### src/rtl/alu_pkg.sv
// Shared encodings for the ALU issue/writeback stage: opcodes, opcode extensions,
// PSR bit positions, FSM states and the instruction decoder.
package alu_pkg;

    localparam logic [3:0] OPC_REG    = 4'h0;
    localparam logic [3:0] OPC_ADDI   = 4'h5;
    localparam logic [3:0] OPC_ADDUI  = 4'h6;
    localparam logic [3:0] OPC_ADDCI  = 4'h7;
    localparam logic [3:0] OPC_SHIFT  = 4'h8;
    localparam logic [3:0] OPC_SUBI   = 4'h9;
    localparam logic [3:0] OPC_ADDCUI = 4'hA;
    localparam logic [3:0] OPC_CMPI   = 4'hB;
    localparam logic [3:0] OPC_CMPUI  = 4'hE;

    localparam logic [3:0] EXT_LSHI   = 4'h0;
    localparam logic [3:0] EXT_RSHI   = 4'h1;
    localparam logic [3:0] EXT_CMP    = 4'hB;

    localparam int PSR_C = 4;
    localparam int PSR_L = 3;
    localparam int PSR_F = 2;
    localparam int PSR_Z = 1;
    localparam int PSR_N = 0;

    typedef enum logic [1:0] {
        ST_IDLE = 2'd0,
        ST_EXEC = 2'd1,
        ST_WB   = 2'd2
    } state_t;

    typedef enum logic [1:0] {
        BSRC_REG   = 2'd0,
        BSRC_SHAMT = 2'd1,
        BSRC_SEXT  = 2'd2,
        BSRC_ZEXT  = 2'd3
    } bsrc_t;

    typedef struct packed {
        logic       nop;
        logic       illegal;
        logic       wr;
        bsrc_t      bsrc;
        logic [7:0] op;
    } dec_t;

    function automatic dec_t decode(input logic [15:0] inst);
        dec_t       d;
        logic [3:0] opc;
        logic [3:0] ext;
        opc       = inst[15:12];
        ext       = inst[7:4];
        d.nop     = 1'b0;
        d.illegal = 1'b0;
        d.wr      = 1'b1;
        d.bsrc    = BSRC_REG;
        d.op      = inst[15:8];
        case (opc)
            OPC_REG: begin
                d.op      = {opc, ext};
                d.illegal = !(ext inside {4'h1, 4'h2, 4'h3, 4'h4, 4'h5, 4'h6, 4'h7, 4'h9, 4'hB, 4'hF});
                d.wr      = (ext != EXT_CMP);
            end
            OPC_SHIFT: begin
                d.op      = {opc, ext};
                d.illegal = !(ext inside {4'h0, 4'h1, 4'h4, 4'h5, 4'hC, 4'hD});
                if (ext == EXT_LSHI || ext == EXT_RSHI) d.bsrc = BSRC_SHAMT;
            end
            OPC_ADDI, OPC_ADDCI, OPC_SUBI: d.bsrc = BSRC_SEXT;
            OPC_CMPI: begin
                d.bsrc = BSRC_SEXT;
                d.wr   = 1'b0;
            end
            OPC_ADDUI, OPC_ADDCUI: d.bsrc = BSRC_ZEXT;
            OPC_CMPUI: begin
                d.bsrc = BSRC_ZEXT;
                d.wr   = 1'b0;
            end
            default: d.illegal = 1'b1;
        endcase
        // The all-zero word is the architectural NOP/WAIT, not an illegal opcode-0 form.
        if (inst == 16'h0000) d.illegal = 1'b0;
        d.nop = (inst == 16'h0000) || d.illegal;
        if (d.nop) begin
            d.wr = 1'b0;
            d.op = 8'h00;
        end
        return d;
    endfunction

endpackage

### src/rtl/alu_regfile.sv
// General register file: two async operand read ports, an async debug port, one sync write.
// With ALU_ISSUE_R0_ZERO_EN defined, R0 reads as zero and ignores writes.
module alu_regfile #(
    parameter int  DATA_W = 16,
    parameter int  NREG   = 16,
    localparam int AW     = $clog2(NREG)
) (
    input  logic              clk,
    input  logic              reset,
    input  logic [AW-1:0]     raddr_a,
    input  logic [AW-1:0]     raddr_b,
    input  logic [AW-1:0]     dbg_raddr,
    output logic [DATA_W-1:0] rdata_a,
    output logic [DATA_W-1:0] rdata_b,
    output logic [DATA_W-1:0] dbg_rdata,
    input  logic              we,
    input  logic [AW-1:0]     waddr,
    input  logic [DATA_W-1:0] wdata
);

    logic [DATA_W-1:0] regs [NREG];
    logic              we_eff;

`ifdef ALU_ISSUE_R0_ZERO_EN
    assign we_eff    = we && (waddr != '0);
    assign rdata_a   = (raddr_a   == '0) ? '0 : regs[raddr_a];
    assign rdata_b   = (raddr_b   == '0) ? '0 : regs[raddr_b];
    assign dbg_rdata = (dbg_raddr == '0) ? '0 : regs[dbg_raddr];
`else
    assign we_eff    = we;
    assign rdata_a   = regs[raddr_a];
    assign rdata_b   = regs[raddr_b];
    assign dbg_rdata = regs[dbg_raddr];
`endif

    always_ff @(posedge clk or posedge reset) begin
        if (reset) begin
            for (int i = 0; i < NREG; i++) regs[i] <= '0;
        end else if (we_eff) begin
            regs[waddr] <= wdata;
        end
    end

endmodule

### src/rtl/alu_issue_wb.sv
// Issue/writeback stage around an external combinational ALU: IDLE -> EXEC -> WB, one
// instruction in flight. Optional macro ALU_ISSUE_R0_ZERO_EN hardwires R0 to zero.
module alu_issue_wb
    import alu_pkg::*;
#(
    parameter int  DATA_W = 16,
    parameter int  NREG   = 16,
    localparam int AW     = $clog2(NREG)
) (
    input  logic              clk,
    input  logic              reset,
    input  logic              inst_valid,
    input  logic [15:0]       inst,
    output logic              inst_ready,
    output logic [7:0]        alu_op,
    output logic [DATA_W-1:0] alu_a,
    output logic [DATA_W-1:0] alu_b,
    output logic              alu_c,
    input  logic [DATA_W-1:0] alu_y,
    input  logic              alu_C,
    input  logic              alu_L,
    input  logic              alu_F,
    input  logic              alu_Z,
    input  logic              alu_N,
    output logic [4:0]        psr,
    output logic              wb_valid,
    output logic [AW-1:0]     wb_addr,
    output logic [DATA_W-1:0] wb_data,
    output logic              illegal,
    input  logic [AW-1:0]     dbg_raddr,
    output logic [DATA_W-1:0] dbg_rdata,
    output state_t            dbg_state
);

    // Handshake: an instruction transfers on a rising clk edge where inst_valid && inst_ready;
    // fetch must hold inst stable while inst_valid is high and inst_ready is low.
    state_t            state, state_nxt;
    dec_t              dec;
    logic              handshake;
    logic [DATA_W-1:0] rdata_a, rdata_b, b_sel;
    logic              pend_wr, pend_upd;
    logic [AW-1:0]     pend_addr;

    assign dec       = decode(inst);
    assign handshake = inst_valid && inst_ready;
    assign dbg_state = state;

    alu_regfile #(.DATA_W(DATA_W), .NREG(NREG)) u_rf (
        .clk       (clk),
        .reset     (reset),
        .raddr_a   (inst[11:8]),
        .raddr_b   (inst[3:0]),
        .dbg_raddr (dbg_raddr),
        .rdata_a   (rdata_a),
        .rdata_b   (rdata_b),
        .dbg_rdata (dbg_rdata),
        .we        (state == ST_WB && wb_valid),
        .waddr     (wb_addr),
        .wdata     (wb_data)
    );

    always_comb begin
        b_sel = rdata_b;
        case (dec.bsrc)
            BSRC_SHAMT: b_sel = {{(DATA_W-4){1'b0}}, inst[3:0]};
            BSRC_SEXT:  b_sel = {{(DATA_W-8){inst[7]}}, inst[7:0]};
            BSRC_ZEXT:  b_sel = {{(DATA_W-8){1'b0}}, inst[7:0]};
            default:    b_sel = rdata_b;
        endcase
    end

    always_ff @(posedge clk or posedge reset) begin
        if (reset) state <= ST_IDLE;
        else       state <= state_nxt;
    end

    always_comb begin
        state_nxt = state;
        case (state)
            ST_IDLE: if (handshake) state_nxt = ST_EXEC;
            ST_EXEC: state_nxt = ST_WB;
            ST_WB:   state_nxt = ST_IDLE;
            default: state_nxt = ST_IDLE;
        endcase
    end

    always_comb begin
        inst_ready = (state == ST_IDLE);
    end

    // The ALU inputs stay put from issue until the next issue, so alu_y captured at the
    // end of EXEC and the flags captured at the end of WB describe the same operation.
    always_ff @(posedge clk or posedge reset) begin
        if (reset) begin
            alu_op    <= '0;
            alu_a     <= '0;
            alu_b     <= '0;
            alu_c     <= 1'b0;
            illegal   <= 1'b0;
            pend_wr   <= 1'b0;
            pend_upd  <= 1'b0;
            pend_addr <= '0;
            wb_valid  <= 1'b0;
            wb_addr   <= '0;
            wb_data   <= '0;
            psr       <= '0;
        end else begin
            illegal  <= 1'b0;
            wb_valid <= 1'b0;
            if (handshake) begin
                alu_op    <= dec.op;
                alu_a     <= rdata_a;
                alu_b     <= b_sel;
                alu_c     <= psr[PSR_C];
                illegal   <= dec.illegal;
                pend_wr   <= dec.wr;
                pend_upd  <= !dec.nop;
                pend_addr <= inst[11:8];
            end
            if (state == ST_EXEC) begin
                wb_valid <= pend_wr;
                wb_addr  <= pend_addr;
                wb_data  <= alu_y;
            end
            if (state == ST_WB && pend_upd) begin
                psr <= {alu_C, alu_L, alu_F, alu_Z, alu_N};
            end
        end
    end

endmodule

### config.mk
export PLATFORM = sky130hd
export DESIGN_NAME = alu_issue_wb
export DESIGN_NICKNAME = d
export VERILOG_FILES = /design/src/rtl/alu_pkg.sv /design/src/rtl/alu_regfile.sv /design/src/rtl/alu_issue_wb.sv
export SDC_FILE = /design/constraint.sdc
export NUM_CORES = 1
export LEC_CHECK = 0
export CAP_MARGIN = 25
export CELL_PAD_IN_SITES_DETAIL_PLACEMENT = 0
export CELL_PAD_IN_SITES_GLOBAL_PLACEMENT = 1
export CORE_UTILIZATION = 35
export CTS_CLUSTER_DIAMETER = 150
export DETAILED_ROUTE_END_ITERATION = 6
export GPL_ROUTABILITY_DRIVEN = 0
export PLACE_DENSITY = 0.67
export SETUP_SLACK_MARGIN = 0.02
export SLEW_MARGIN = 10
export SYNTH_ARGS = -nofsm -noshare
export SYNTH_HDL_FRONTEND = slang
export SYNTH_SLANG_ARGS = --single-unit
### constraint.sdc
create_clock -name clk -period 12.7 [get_ports clk]
set_clock_uncertainty 0.2 [all_clocks]
set_input_delay 1.27 -clock clk [delete_from_list [all_inputs] [get_ports clk]]
set_output_delay 1.27 -clock clk [all_outputs]
set_load 0.05 [all_outputs]
======== Word level (Yosys, flattened, before mapping) ========
Index checks and enable logic that the tools add are counted.
storage, ports and cells
  register bits ........................... 332
  bits in read-only memories .............. 0
  input bits .............................. 44
  word-level logic and storage cells ...... 110
  bits in writable memories ............... 0
  memories ................................ 0
  latch bits .............................. 0
operators by class
  reduce and logical (&&, ||, !) cells .... 20
  div/mod/pow operators ................... 0
  bitwise operators ....................... 4
  magnitude comparators ................... 5
  shift-type cells ........................ 0
  multiplexer cells ....................... 25
  $mul .................................... 0
  eq/ne operators ......................... 27
  add/sub/neg operators ................... 0
operators with widths
  cell                  number
  $bwmux W256           1
  $bmux W16 S4          3
  $mux W16              7
  $demux W16 S4         1
  $pmux W16 S3          1
  $eq A4 B4 Y1 const B  10
  $eq A4 B3 Y1 const B  7
  $ge A5 B5 Y1 const B  4
  $not A4 Y5            4
  $logic_not A16 Y1     1
  $reduce_bool A10 Y1   1
  $eq A4 B2 Y1 const B  2
  $logic_not A4 Y1      2
  $mux W8               1
  $reduce_or A7 Y1      1
  $eq A2 B2 Y1 const B  3
  $pmux W2 S3           1
  $reduce_bool A6 Y1    1
  $lt A5 B1 Y1 const B  1
  $mux W1               5
  $eq A2 B1 Y1 const B  2
  $eq A4 B1 Y1 const B  1
  $logic_and A1 B1 Y1   4
  $mux W4               1
  other kinds (12)      16

======== Depth between registers and ports, before layout ========
Gate-level depths: netlist (run 1).
  depth after elaboration ................. 7
  gate-level depth with buffers ........... 8
  depth with buffers taken out ............ 7

======== By module ========
From an unflattened synthesis (run 1), not the netlist that was laid out.
second synthesis, totals
  cell total of the unflattened synthesis .. 1293
  area, all modules ....................... 18480.2 µm²
by module, submodules not included
  module        area each (µm²)  seq. area each (µm²)  cells each  instances
  alu_regfile   15277.2          6406.1                990         1
  alu_issue_wb  3203.1           1901.8                303         1

======== Least setup slack after synthesis (run 1) ========
Ideal clock, no wire load.
  path type ............................... input port to output port
  start point ............................. input dbg_raddr[0]
  end point ............................... output dbg_rdata[14]
  slack ................................... 8.268 ns
  buffers on the path ..................... 3
  stages on the path ...................... 5
  data arrival time ....................... 2.962 ns
  required time ........................... 11.230 ns
  path through ............................ buf_2 > buf_2 > buf_2 > mux4_2 > mux4_2
between the ends
  longest elaborated chain between the ends .. 4
ends and longest elaborated chain
  item                                          RTL line            text
  start: declaration                            alu_issue_wb.sv:30  input logic [AW-1:0] dbg_raddr,
  $not A4 Y5 (implied by the code)              alu_regfile.sv:33   assign dbg_rdata = regs[dbg_raddr];
  $bmux W16 S4                                  alu_regfile.sv:33
  $mux W16 (implied by the code) (2 in series)  alu_regfile.sv:33
  end: declaration                              alu_issue_wb.sv:31  output logic [DATA_W-1:0] dbg_rdata,
Every way passes these cells. The select of a mux whose other input is x is not followed.

======== Worst setup path after layout (run 1) ========
  start point ............................. input dbg_raddr[0]
  end point ............................... output dbg_rdata[15]
Same word-level chain as after synthesis.

==> results of run 1 <==
-- cells in the final DEF, fill, tap and decap left out, drive strengths merged, types with 2 or more instances in the layout --
cell type / count
nand2b: 7
a211o: 9
clkbuf: 51
nor2: 35
nand3b: 4
clkdlybuf4s50: 122
a21oi: 8
mux2i: 44
nor2b: 17
a32o: 3
nand2: 40
nor3: 22
nand3: 3
a22o: 9
dfrtp: 332
o21ai: 24
a221o: 16
and2: 2
mux2: 320
clkinv: 8
inv: 3
o22ai: 13
a31oi: 9
and3: 2
or3: 2
a21o: 2
a2bb2oi: 2
buf: 36
mux4: 190
-- power by group --
part	switching [W]	leakage, nW	internal (W)	total (W)
clock network	0.000444	0.581	0.000621	0.00106
registers	0.000214	4.51	0.00120	0.00141
logic	0.000465	4.43	0.000377	0.000842
-- flip-flops by register name, summed over array words and instances, names as in the netlist --
name	count
dbg_state	2
wb_addr	4
psr	5
u_rf.regs	256
illegal	1
pend_addr	4
alu_c	1
pend_upd	1
wb_valid	1
alu_b	16
alu_a	16
wb_data	16
alu_op	8
pend_wr	1
-- logic make-up (layout without fill, tap and decap cells) --
family | after synthesis | in the layout | synth area share (%)
mux | 554 | 554 | 44.4
flops | 332 | 332 | 44.3
simple gates | 141 | 141 | 4.02
buf+inv | 119 | 222 | 3.24
compound gates | 101 | 101 | 3.90
xor+xnor | 2 | 2 | 0.0935
-- how the worst min path moves through the flow --
stage | from | end | slack [ps] | cells past startpoint
floorplan | pend_addr[0] | pend_addr[0] | 240 | 2
global placement | pend_addr[3] | pend_addr[3] | 260 | 1
detailed placement | pend_addr[2] | pend_addr[2] | 260 | 2
CTS | pend_addr[2] | pend_addr[2] | 270 | 2
global route | pend_addr[3] | pend_addr[3] | 290 | 1
finish | pend_addr[2] | pend_addr[2] | 270 | 2
-- metal layers --
| layer | GRT usage, % | share of wire, % |
|---|---|---|
| met4 | 7.20 | 3.0 |
| met2 | 32.0 | 46 |
| met5 | 0 | 0 |
| met1 | 29.3 | 44 |
| met3 | 3.65 | 6.5 |
-- Yosys cell counts, drive strengths merged, types with 2 or more instances --
cell type  instances
a22o               9
mux4             190
a2bb2oi            2
and3               2
nor2b             17
o21ai             24
nor2              35
nand3              3
o22ai             13
and2               2
a31oi              9
mux2i             44
dfrtp            332
a211o              9
a21oi              8
buf               76
clkbuf            40
mux2             320
nor3              22
nand2b             7
a21o               2
a221o             16
inv                3
nand3b             4
or3                2
nand2             40
a32o               3
-- final cells by class --
class	count	area, um^2
inverter	3	18.8
sequential	332	8310
clock inverter	10	81.3
clock buffer	51	1090
multi-input combinational	798	9850
fill	4888	31000
tap	688	861
timing repair buffer	158	1520
-- critical path, delay by kind of cell --
family,cells,cell delay (ps)
buf+inv,4,1680
mux,2,1040
-- per-stage QoR --
stage	power [W]	cell area, um^2	std cells	util, %	hold slack (ps)
after floorplan	0.00197	18700	1249	-	240
after global placement	0.00226	20500	1977	38.9	258
after detailed placement	0.00227	20500	1977	38.9	258
after CTS	0.00336	21700	2038	41.1	272
after global routing	0.00347	21700	2040	41.2	294
final	0.00332	21700	2040	41.2	268
==> impl_metrics.yaml, run 1 <==
run_status:
  status: "finished with violations"
  violations: "design-rule violations"
clocking:
  cts_resized: 0
  cts.htree.levels: 2
  clockRootBuffer: "clkbuf_16"
  cts_tree: "yes"
  cts.sinks: 332
  holdBufCountCts: 0
  cts_setup_buffers: 0
  clkLatencyLatePin_ps: 560
  cts_max_path_buffers: 3
  clk_pin_slew_worst_paths_ps: 60
  cts_made_buffers: 39
flow_run:
  cap_viol_max_count: 0
timing:
  maxSlewHeadroom_pct: 29.2
  tns_ps: 0
  worst_slack_ps: 7200
  fmax_mhz: 182
  finalHoldViolations: 0
  setup_viol: 0
  worstMarginPinSlew_ps: 1060
  period_needed_ps: 5500
  rsz0062_at_grt: "no"
  post-route-period-util_pct: 43.3
  slew_violations: 0
power:
  ir_worst_vdd_mv: 0.0891
  p_leak_nw: 9.53
  power_density_nw_per_um2: 153
logic_synthesis:
  synth_cell_types: 53
  yosysTopAreaCell: "dfrtp_1"
  ys_warn_count: 0
  synth_cells: 1249
  avgSynthCellArea_um2: 15.0
  synth-seq-cells: 332
  synth_edf_count: 0
  synth_area_leaders: "dfrtp_1 44%, mux4_2 23%, mux2_2 18%"
  syn_area_um2: 18700
  ys.flop_type: "dfrtp_1"
  synth_top_area_share_pct: 44.3
  yosysSeqAreaShare_pct: 44.3
  async_reset_ff_share_pct: 100
  syn_nets: 1293
finish:
  area_growth_pct: 16.0
  nets: 1376
  drive_gt1_share_pct: 44.2
  n_antenna_cell: 0
critical_path:
  path_cells: "buf_4 -> buf_4 -> buf_12 -> mux4_2 -> mux4_2 -> clkdlybuf4s50_1"
  critical-path-max-stage-delay_ps: 780
  cp_max_fo: 32
  cp-startpoint: "dbg_raddr[0]"
  crit_path_end_kind: "primary output"
  path_class: "input port to primary output"
  endpoint: "dbg_rdata[15]"
  slowest_stage: "clkdlybuf4s50_1"
  reg2reg_slack_ps: 9290
  arrival_ps: 4030
  rr_endpoint: "alu_a[9]"
  worstReg2RegStart: "dbg_state[1]"
  rr_worst_depth: 8
  start_kind: "input port"
  worst_ep_required_time_ps: 11230
grt:
  grt_pass1_wl_um: 82600
  grt-ovfl-total: 0
  grt_start_max_net_pins: 150
  antenna_found_initial: 1
  grt_pass1_vias: 12315
  grt_util_all_layers_pct: 20.7
floorplanning:
  die-area_um2: 54500
  ios: 131
  initial_utilization_pct: 35.5
  die_h_um: 233
  core_area_um2: 52800
  rows: 84
  die_x_um: 233
drt:
  postRouteWirelength_um: 54700
  ant_nets: 0
  wl_per_cell_um: 26.8
  via_per_inst: 5.94
  drc: 30
  drt_iter0_markers: 1048
  drt_pass1_iterations: 7
  num_vias: 12113
place:
  io_buffer_count: 130
  pre_cts_slack_ps: 7030
  place_hpwl_um: 32100
hold_path:
  hp-class: "flop to flop"
Note: power is estimated with default switching activity, not from simulation.
==> run 2, diff against run 1 <==
Clock period 12.7 ns to 5.2 ns, I/O delays scaled along.
==> impl_metrics.yaml, run 2 (synthesis results as in run 1) <==
finish:
  nets: 1381
  multi_input_area_um2: 9860
  regArea_um2: 8310
  drive_gt1_share_pct: 44.5
  fillCellCount: 4823
  layout_common_cells: "332 x dfrtp_1, 296 x mux2_2, 190 x mux4_2, 122 x clkdlybuf4s50_1, 44 x mux2i_1"
  final_common_cell: "dfrtp_1"
  largest_reg_flops: 256
  n_antenna_cell: 0
  largest_register: "u_rf.regs"
  fin_util_pct: 41.6
  area_growth_pct: 17.2
clocking:
  clockRootBuffer: "clkbuf_16"
  cts_resized: 0
  cts_max_path_buffers: 3
  cts_setup_buffers: 0
  clkLatencyLatePin_ps: 560
  cts.sinks: 332
  cts_made_buffers: 40
  clk_pin_slew_worst_paths_ps: 60
  cts_tree: "yes"
  cts.htree.levels: 2
  holdBufCountCts: 0
power:
  power_density_nw_per_um2: 378
  ir_worst_vdd_mv: 0.196
  p_leak_nw: 9.62
  power.total_w: 0.00830
timing:
  worst_slack_ps: 1360
  worstMarginPinSlew_ps: 1040
  period_needed_ps: 3840
  slew_violations: 0
  tns_ps: 0
  rsz0062_at_grt: "no"
  whs_ps: 249
  maxSlewHeadroom_pct: 30.6
  setup_viol: 0
  fmax_mhz: 260
  finalHoldViolations: 0
  post-route-period-util_pct: 73.9
floorplanning:
  die_x_um: 233
  die-area_um2: 54500
  die_h_um: 233
  core_area_um2: 52800
  initial_utilization_pct: 35.5
  rows: 84
  ios: 131
critical_path:
  cp_max_fo: 36
  start_kind: "input port"
  cpMostUsedCell: "mux4_2"
  worst_ep_required_time_ps: 4480
  path_class: "input port to primary output"
  critical-path-max-stage-delay_ps: 730
  crit_path_end_kind: "primary output"
  cp-startpoint: "dbg_raddr[1]"
  path_cells: "buf_4 -> buf_12 -> mux4_2 -> mux4_2 -> clkdlybuf4s50_1"
  worstReg2RegStart: "dbg_state[0]"
  arrival_ps: 3120
  slowest_stage: "clkdlybuf4s50_1"
place:
  io_buffer_count: 130
  place_hpwl_um: 33400
  pre_cts_slack_ps: 1320
run_status:
  violations: "design-rule violations"
  status: "finished with violations"
drt:
  wl_per_cell_um: 26.7
  num_vias: 12150
  drt_pass1_iterations: 7
  drt_iter0_markers: 896
  drc: 30
  ant_nets: 0
  postRouteWirelength_um: 54800
  via_per_inst: 5.92
grt:
  grt_pass1_vias: 12322
  grt_start_max_net_pins: 141
  grt_pass1_wl_um: 81900
  grt-ovfl-total: 0
  antenna_found_initial: 1
  grt_util_all_layers_pct: 20.5
flow_run:
  cap_viol_max_count: 0
hold_path:
  hp-class: "input port to asynchronous set/reset pin"
==> run 2: cell types whose count changed in the layout (fill, tap and decap cells not counted), sizes merged <==
cell	before	now
inv	3	2
clkbuf	51	60
clkinvlp	1	3
buf	36	40
bufinv	1	2
clkinv	8	5
==> run 2: critical path, delay by kind of cell <==
kind	cells	cell delay, ps
buffers and inverters	3	1490
muxes	2	1070
==> run 2: power breakdown <==
part	internal, W	total, W	switching (W)
clock	0.00168	0.00279	0.00111
sequential	0.00293	0.00345	0.000519
combinational	0.000930	0.00206	0.00113
total	0.00554	0.00830	0.00276
==> run 2: layout make-up <==
type	instances	share of cell area, %
Clock inverter	9	0.456
Inverter	3	0.0684
Sequential cell	332	37.8
Timing Repair Buffer	162	7.36
Clock buffer	60	5.45
Tap cell	688	3.92
Multi-Input combinational cell	798	44.9
==> run 2: stage by stage <==
stage	cell area (um^2)	std cells
3_5_place_dp	20700	1983
3_3_place_gp	20600	1981
2_1_floorplan	18700	1249
5_1_grt	22000	2052
6_report	22000	2052
4_1_cts	22000	2052
==> run 2: metal layers <==
metal / vias up / GRT usage, % / wire length (um)
met3: 90 / 2.76 / 2810
met1: 6606 / 29.2 / 24400
met2: 367 / 32.1 / 25900
met4: 0 / 7.49 / 1700
li1: 5087 / - / -
met5: - / 0 / 0
==> run 2: final timing paths <==
check | endpoint | slack, ps | cells past startpoint
min in group clk | pend_addr[1] | 270 | 2
max in group asynchronous | alu_op[4] | 3260 | 3
worst max-delay path | dbg_rdata[9] | 1360 | 5
worst min-delay path | wb_data[11] | 250 | 2
worst min register to register | pend_addr[1] | 270 | 2
worst max register to register | u_rf.regs[37] | 2440 | 4
